$ cat src/rtl/seg_pkg.sv
// Shared constants and types for the seven-segment scan controller.
// Display word layout and the anode-select helper live here.
package seg_pkg;

  localparam int unsigned NUM_DIGITS = 4;
  localparam logic [6:0]  SEG_OFF    = 7'b1111111;
  localparam logic [3:0]  AN_OFF     = 4'b1111;
  localparam logic [3:0]  BLANK_CODE = 4'hF;

  typedef struct packed {
    logic [15:0] bcd;
    logic [3:0]  dp;
  } disp_t;

  function automatic logic [3:0] an_sel(input logic [1:0] idx);
    return ~(4'b0001 << idx);
  endfunction

endpackage

$ cat src/rtl/seven_segment_decoder.sv
// BCD to active-low segment decoder, {g,f,e,d,c,b,a} ordering.
// Codes 10-15 turn every segment off.
module seven_segment_decoder (
  input  logic [3:0] nib,
  output logic [6:0] seg
);

  always_comb begin
    case (nib)
      4'd0:    seg = 7'b1000000;
      4'd1:    seg = 7'b1111001;
      4'd2:    seg = 7'b0100100;
      4'd3:    seg = 7'b0110000;
      4'd4:    seg = 7'b0011001;
      4'd5:    seg = 7'b0010010;
      4'd6:    seg = 7'b0000010;
      4'd7:    seg = 7'b1111000;
      4'd8:    seg = 7'b0000000;
      4'd9:    seg = 7'b0010000;
      default: seg = 7'b1111111;
    endcase
  end

endmodule

$ cat src/rtl/seg_scan_ctrl.sv
// Four-digit multiplexed seven-segment scanner with a frame-aligned
// double buffer, ghost blanking and leading-zero suppression.
module seg_scan_ctrl
  import seg_pkg::*;
#(
  parameter int unsigned REFRESH_DIV = 100000,
  parameter int unsigned BLANK_CYC   = 16
) (
  input  logic        clk,
  input  logic        rst_n,
  input  logic        load,
  input  logic [15:0] bcd_in,
  input  logic [3:0]  dp_in,
  input  logic        blank_lz,
  output logic [6:0]  seg,
  output logic        dp,
  output logic [3:0]  an,
  output logic        frame_tick,
  output logic        pending
);

  localparam int unsigned CNT_W = $clog2(REFRESH_DIV);

  logic [CNT_W-1:0] cnt_q, cnt_d;
  logic [1:0]       idx_q, idx_d;
  disp_t            shadow_q, shadow_d;
  disp_t            disp_q, disp_d;
  logic             pending_q, pending_d;
  logic [6:0]       seg_q, seg_d;
  logic             dp_q, dp_d;
  logic [3:0]       an_q, an_d;
  logic             tick_q, tick_d;

  logic       cnt_end;
  logic       frame_end;
  disp_t      in_val;
  logic [3:0] lz_blank;
  logic [3:0] raw_nib;
  logic [3:0] nib;
  logic [6:0] dec_seg;

  always_comb begin
    cnt_end   = (cnt_q == CNT_W'(REFRESH_DIV - 1));
    frame_end = cnt_end && (idx_q == 2'd3);
    cnt_d     = cnt_end ? '0 : cnt_q + CNT_W'(1);
    idx_d     = cnt_end ? idx_q + 2'd1 : idx_q;
  end

  // A load landing on the frame-end cycle bypasses straight into disp.
  always_comb begin
    in_val    = '{bcd: bcd_in, dp: dp_in};
    shadow_d  = load ? in_val : shadow_q;
    disp_d    = disp_q;
    pending_d = pending_q;
    if (frame_end) begin
      pending_d = 1'b0;
      if (load)
        disp_d = in_val;
      else if (pending_q)
        disp_d = shadow_q;
    end else if (load) begin
      pending_d = 1'b1;
    end
  end

  always_comb begin
    lz_blank[3] = blank_lz && (disp_q.bcd[15:12] == 4'd0);
    lz_blank[2] = lz_blank[3] && (disp_q.bcd[11:8] == 4'd0);
    lz_blank[1] = lz_blank[2] && (disp_q.bcd[7:4] == 4'd0);
    lz_blank[0] = 1'b0;
    raw_nib     = disp_q.bcd[idx_q*4 +: 4];
    nib         = lz_blank[idx_q] ? BLANK_CODE : raw_nib;
  end

  seven_segment_decoder u_dec (
    .nib (nib),
    .seg (dec_seg)
  );

  always_comb begin
    seg_d  = dec_seg;
    dp_d   = ~disp_q.dp[idx_q];
    an_d   = (cnt_q >= CNT_W'(BLANK_CYC)) ? an_sel(idx_q) : AN_OFF;
    tick_d = frame_end;
  end

  always_ff @(posedge clk) begin
    if (!rst_n) begin
      cnt_q     <= '0;
      idx_q     <= '0;
      shadow_q  <= '0;
      disp_q    <= '0;
      pending_q <= 1'b0;
      seg_q     <= SEG_OFF;
      dp_q      <= 1'b1;
      an_q      <= AN_OFF;
      tick_q    <= 1'b0;
    end else begin
      cnt_q     <= cnt_d;
      idx_q     <= idx_d;
      shadow_q  <= shadow_d;
      disp_q    <= disp_d;
      pending_q <= pending_d;
      seg_q     <= seg_d;
      dp_q      <= dp_d;
      an_q      <= an_d;
      tick_q    <= tick_d;
    end
  end

  assign seg        = seg_q;
  assign dp         = dp_q;
  assign an         = an_q;
  assign frame_tick = tick_q;
  assign pending    = pending_q;

endmodule

$ cat config.mk
export PLATFORM = sky130hd
export DESIGN_NAME = seg_scan_ctrl
export DESIGN_NICKNAME = d
export VERILOG_FILES = /design/src/rtl/seg_pkg.sv /design/src/rtl/seven_segment_decoder.sv /design/src/rtl/seg_scan_ctrl.sv
export SDC_FILE = /design/constraint.sdc
export NUM_CORES = 1
export LEC_CHECK = 0
export BUFFER_PORTS_ARGS = -buffer_cell sky130_fd_sc_hd__buf_4
export CAP_MARGIN = 20
export CELL_PAD_IN_SITES_DETAIL_PLACEMENT = 0
export CELL_PAD_IN_SITES_GLOBAL_PLACEMENT = 1
export CORE_AREA = 4 4 86 88
export CTS_CLUSTER_SIZE = 40
export DETAILED_ROUTE_END_ITERATION = 12
export DIE_AREA = 0 0 90 92
export PLACE_DENSITY = 0.8
export SYNTH_ARGS = -nofsm -noshare
export SYNTH_HDL_FRONTEND = slang
export SYNTH_SLANG_ARGS = --single-unit
export TNS_END_PERCENT = 10
$ cat constraint.sdc
create_clock -name clk -period 3.85 [get_ports clk]
set_input_delay 0.1925 -clock clk [delete_from_list [all_inputs] [get_ports clk]]
set_output_delay 0.1925 -clock clk [all_outputs]
set_load 0.02 [all_outputs]
==> flow_metrics.env <==
export IMPL_io_pins=38
export IMPL_drc=0
export IMPL_post_cts_resized=0
export IMPL_irDropWorstVdd_v=0.000189
export IMPL_start_util_pct=47.3
export IMPL_reg2reg_depth=5
export IMPL_nNetsFinal=370
export IMPL_period_share_pct=58.5
export IMPL_fmax_ghz=0.444
export IMPL_netlist_area_leader_share_pct=46.5
export IMPL_drtAntennaViolNets=0
export IMPL_path_class="flip-flop to flip-flop"
export IMPL_cts_hold_buffers_added=0
export IMPL_via_per_inst=4.98
export IMPL_switchingPower_mw=0.317
export IMPL_timing_rr_start="idx_q[0]"
export IMPL_place_inst=406
export IMPL_utilization_pct=54.9
export IMPL_min_to="shadow_q[10]"
export IMPL_critPathLaunchType="flip-flop"
export IMPL_rows=30
export IMPL_hold_depth=3
export IMPL_die_y_um=92
export IMPL_cap_violations=0
export IMPL_cts_sinks=73
export IMPL_drive_gt1_share_pct=18.4
export IMPL_fin_setup_tns_ns=0
export IMPL_grt_pass1_vias=1994
export IMPL_design_die_area_mm2=0.00828
export IMPL_worstSkewPairLatency_ns=0.34
export IMPL_min_from="bcd_in[6]"
export IMPL_cts_tree="done"
export IMPL_power_frac_comb_pct=5.5
export IMPL_p_leak_nw=1.57
export IMPL_synth_avg_cell_area_um2=10.4
export IMPL_regArea_mm2=0.00146
export IMPL_hold_viol=0
export IMPL_overflow=0
export IMPL_finalWorstSetupSlack_ns=1.60
export IMPL_rr_endpoint="seg[0]"
export IMPL_syn_inst=303
export IMPL_multi_input_area_mm2=0.00158
export IMPL_yosysSeqAreaShare_pct=46.5
export IMPL_postCtsSetupRepairBufs=0
export IMPL_fin_crit_ns=2.25
export IMPL_pwr_share_clk_pct=39.4
export IMPL_drtIter0Drc=64
export IMPL_fin_cells=422
export IMPL_status="finished clean"
export IMPL_slowest_stage="mux4_2"
export IMPL_seqPwrFrac_pct=55.1
export IMPL_place_congestion=0.781
export IMPL_synth_area_mm2=0.00314
export IMPL_detail_route_first_pass_iterations=4
export IMPL_drt_wl_total_um=5540
export IMPL_io_buffers=37
export IMPL_min_path_type="input pin to flip-flop"
export IMPL_fillers=610
export IMPL_syn_nets=336
export IMPL_tightest_slew_ns=0.638
export IMPL_synth_distinct_cells=40
export IMPL_numCtsBuffers=9
export IMPL_critPathMaxStageDelay_ns=0.67
export IMPL_power_internal_mw=1.10
export IMPL_relSlewSlack_pct=57.5
export IMPL_cts_root_buf="clkbuf_8"
export IMPL_pre_cts_ws_ns=1.59
export IMPL_vias=2100
export IMPL_crit_chain="mux4_2 -> or2_4 -> mux2_4 -> nor3b_2 -> nand2_1"
export IMPL_grt_max_degree=50
export IMPL_ys_seq_elements=73
export IMPL_die_width_um=90
export IMPL_grt_first_pass_wirelength_um=9560
export IMPL_cp_max_fo=10
export IMPL_antenna_found_initial=0
export IMPL_htreeDepth=3
export IMPL_switching_share_pct=22.4
export IMPL_syn2layout_area_growth_pct=16.1
export IMPL_dp_hpwl_um=3800
export IMPL_cp_arrival_ns=2.48
export IMPL_wire_per_inst_um=13.1
export IMPL_core_mm2=0.00664
export IMPL_yosysWarnings=0
export IMPL_required_ns=4.07
export IMPL_clock_skew_ns=0.00927
export IMPL_rsz0062_at_grt="false"
export IMPL_worstSetupEndpointType="flip-flop"
export IMPL_r2r_slack_ns=1.60
export IMPL_diodes=0
export IMPL_clk_pin_slew_ns=0.08
export IMPL_power_density_mw_per_mm2=388
export IMPL_ys_top_cells_by_area="dfxtp_1 (47%), mux2_1 (7.2%), mux2i_1 (6.7%)"
export IMPL_setup_viol=0
export IMPL_synth_top_cell_by_area="dfxtp_1"
export IMPL_grt_usage_pct=14.3
export IMPL_slew_violations=0
export IMPL_cts_max_path_buffers=2
flip-flops by register name, summed over array words and instances (netlist names):
register and count:
dp 1, disp_q 20, seg 7, pending 1, cnt_q 17, shadow_q 20, an 4, idx_q 2
frame_tick 1
layout make-up:
class | instances | area share (%)
multi-input combinational | 207 | 43.3
clock buffer | 12 | 4.53
clock inverter | 4 | 0.720
sequential | 73 | 40.1
inverter | 8 | 0.823
tap | 80 | 2.74
timing repair buffer | 38 | 7.82
synth_stat cells, drive strengths merged:
master  instances
nor2b          24
nand2          20
xor2            8
xnor2           9
mux4            5
buf             8
nor4            4
and3            2
and2           22
mux2i          21
inv             8
nor3b           2
a22oi           1
clkbuf          7
mux2           21
and3b           1
nor2           26
dfxtp          73
or2             2
o211ai          1
a211oi          1
a21oi           2
and4            2
nor3            3
o21ai           6
nand4           2
or4b            1
ha              9
nand2b          1
or4             1
nand3           9
o41a            1
routing by layer:
layer,GRT usage (%),wire [um],up-vias
li1,-,-,1082
met1,19.6,2770,970
met2,20.9,2440,44
met3,5.17,281,4
met4,4.97,48,0
met5,0,0,-
stage by stage:
step                hold slack [ns]  cell area [um^2]  total power [mW]
floorplan                     0.389              3140             0.845
global placement              0.455              3460             0.877
detailed placement            0.465              3460             0.878
CTS                           0.134              3650              1.44
global route                  0.163              3650              1.48
finish                        0.149              3650              1.42
kinds of logic after synthesis:
family,Yosys count,synth area share (%)
buf+inv,23,3.19
simple gates,122,21.5
xor+xnor,17,4.74
fa+ha+maj,9,3.58
compound gates,12,2.35
flops,73,46.5
mux,47,18.2
how the worst max path moves through the flow:
stage                     slack, ns  cells after the start  startpoint        end
final                          1.60                      5    idx_q[0]     seg[0]
after global routing           1.33                      6    idx_q[0]     seg[5]
after CTS                      1.57                      6    idx_q[0]     seg[5]
after detailed placement       1.59                      6    idx_q[0]     seg[5]
after global placement         1.62                      6    idx_q[0]     seg[1]
after floorplan                1.88                      8    cnt_q[0]  disp_q[0]
power by group through the flow:
stage	clock [mW]	sequential, mW	combinational, mW
6_report	0.558	0.781	0.0782
3_5_place_dp	0	0.799	0.0794
5_1_grt	0.609	0.783	0.0871
4_1_cts	0.576	0.781	0.0797
3_3_place_gp	0	0.798	0.0784
2_1_floorplan	0	0.802	0.0423
worst max-delay path, delay by kind of cell, from the launching register on:
kind / cells / cell delay (ns)
AND/OR/NAND/NOR: 3 / 0.54
flip-flops: 1 / 0.62
multiplexers: 2 / 0.97
cell usage in the layout, fill, tap and decap left out, types with 2 or more instances in the layout:
master | synthesis | final
nor2b_1 | 23 | 23
mux2_1 | 20 | 20
o21ai_0 | 4 | 4
clkbuf_8 | 0 | 12
nor2_1 | 26 | 26
xnor2_1 | 9 | 9
mux2i_1 | 21 | 21
nand4_1 | 2 | 2
nor4_1 | 4 | 4
mux4_2 | 3 | 3
dfxtp_1 | 73 | 73
buf_4 | 0 | 38
and4_1 | 2 | 2
clkinv_2 | 0 | 2
ha_1 | 9 | 9
mux4_1 | 2 | 2
nor3_1 | 2 | 2
and2_1 | 22 | 22
inv_1 | 8 | 8
and3_1 | 2 | 2
a21oi_1 | 2 | 2
nor3b_2 | 2 | 2
o21ai_1 | 2 | 2
xor2_1 | 8 | 8
nand3_1 | 9 | 9
nand2_1 | 20 | 20
(Power assumes the default switching activity.)
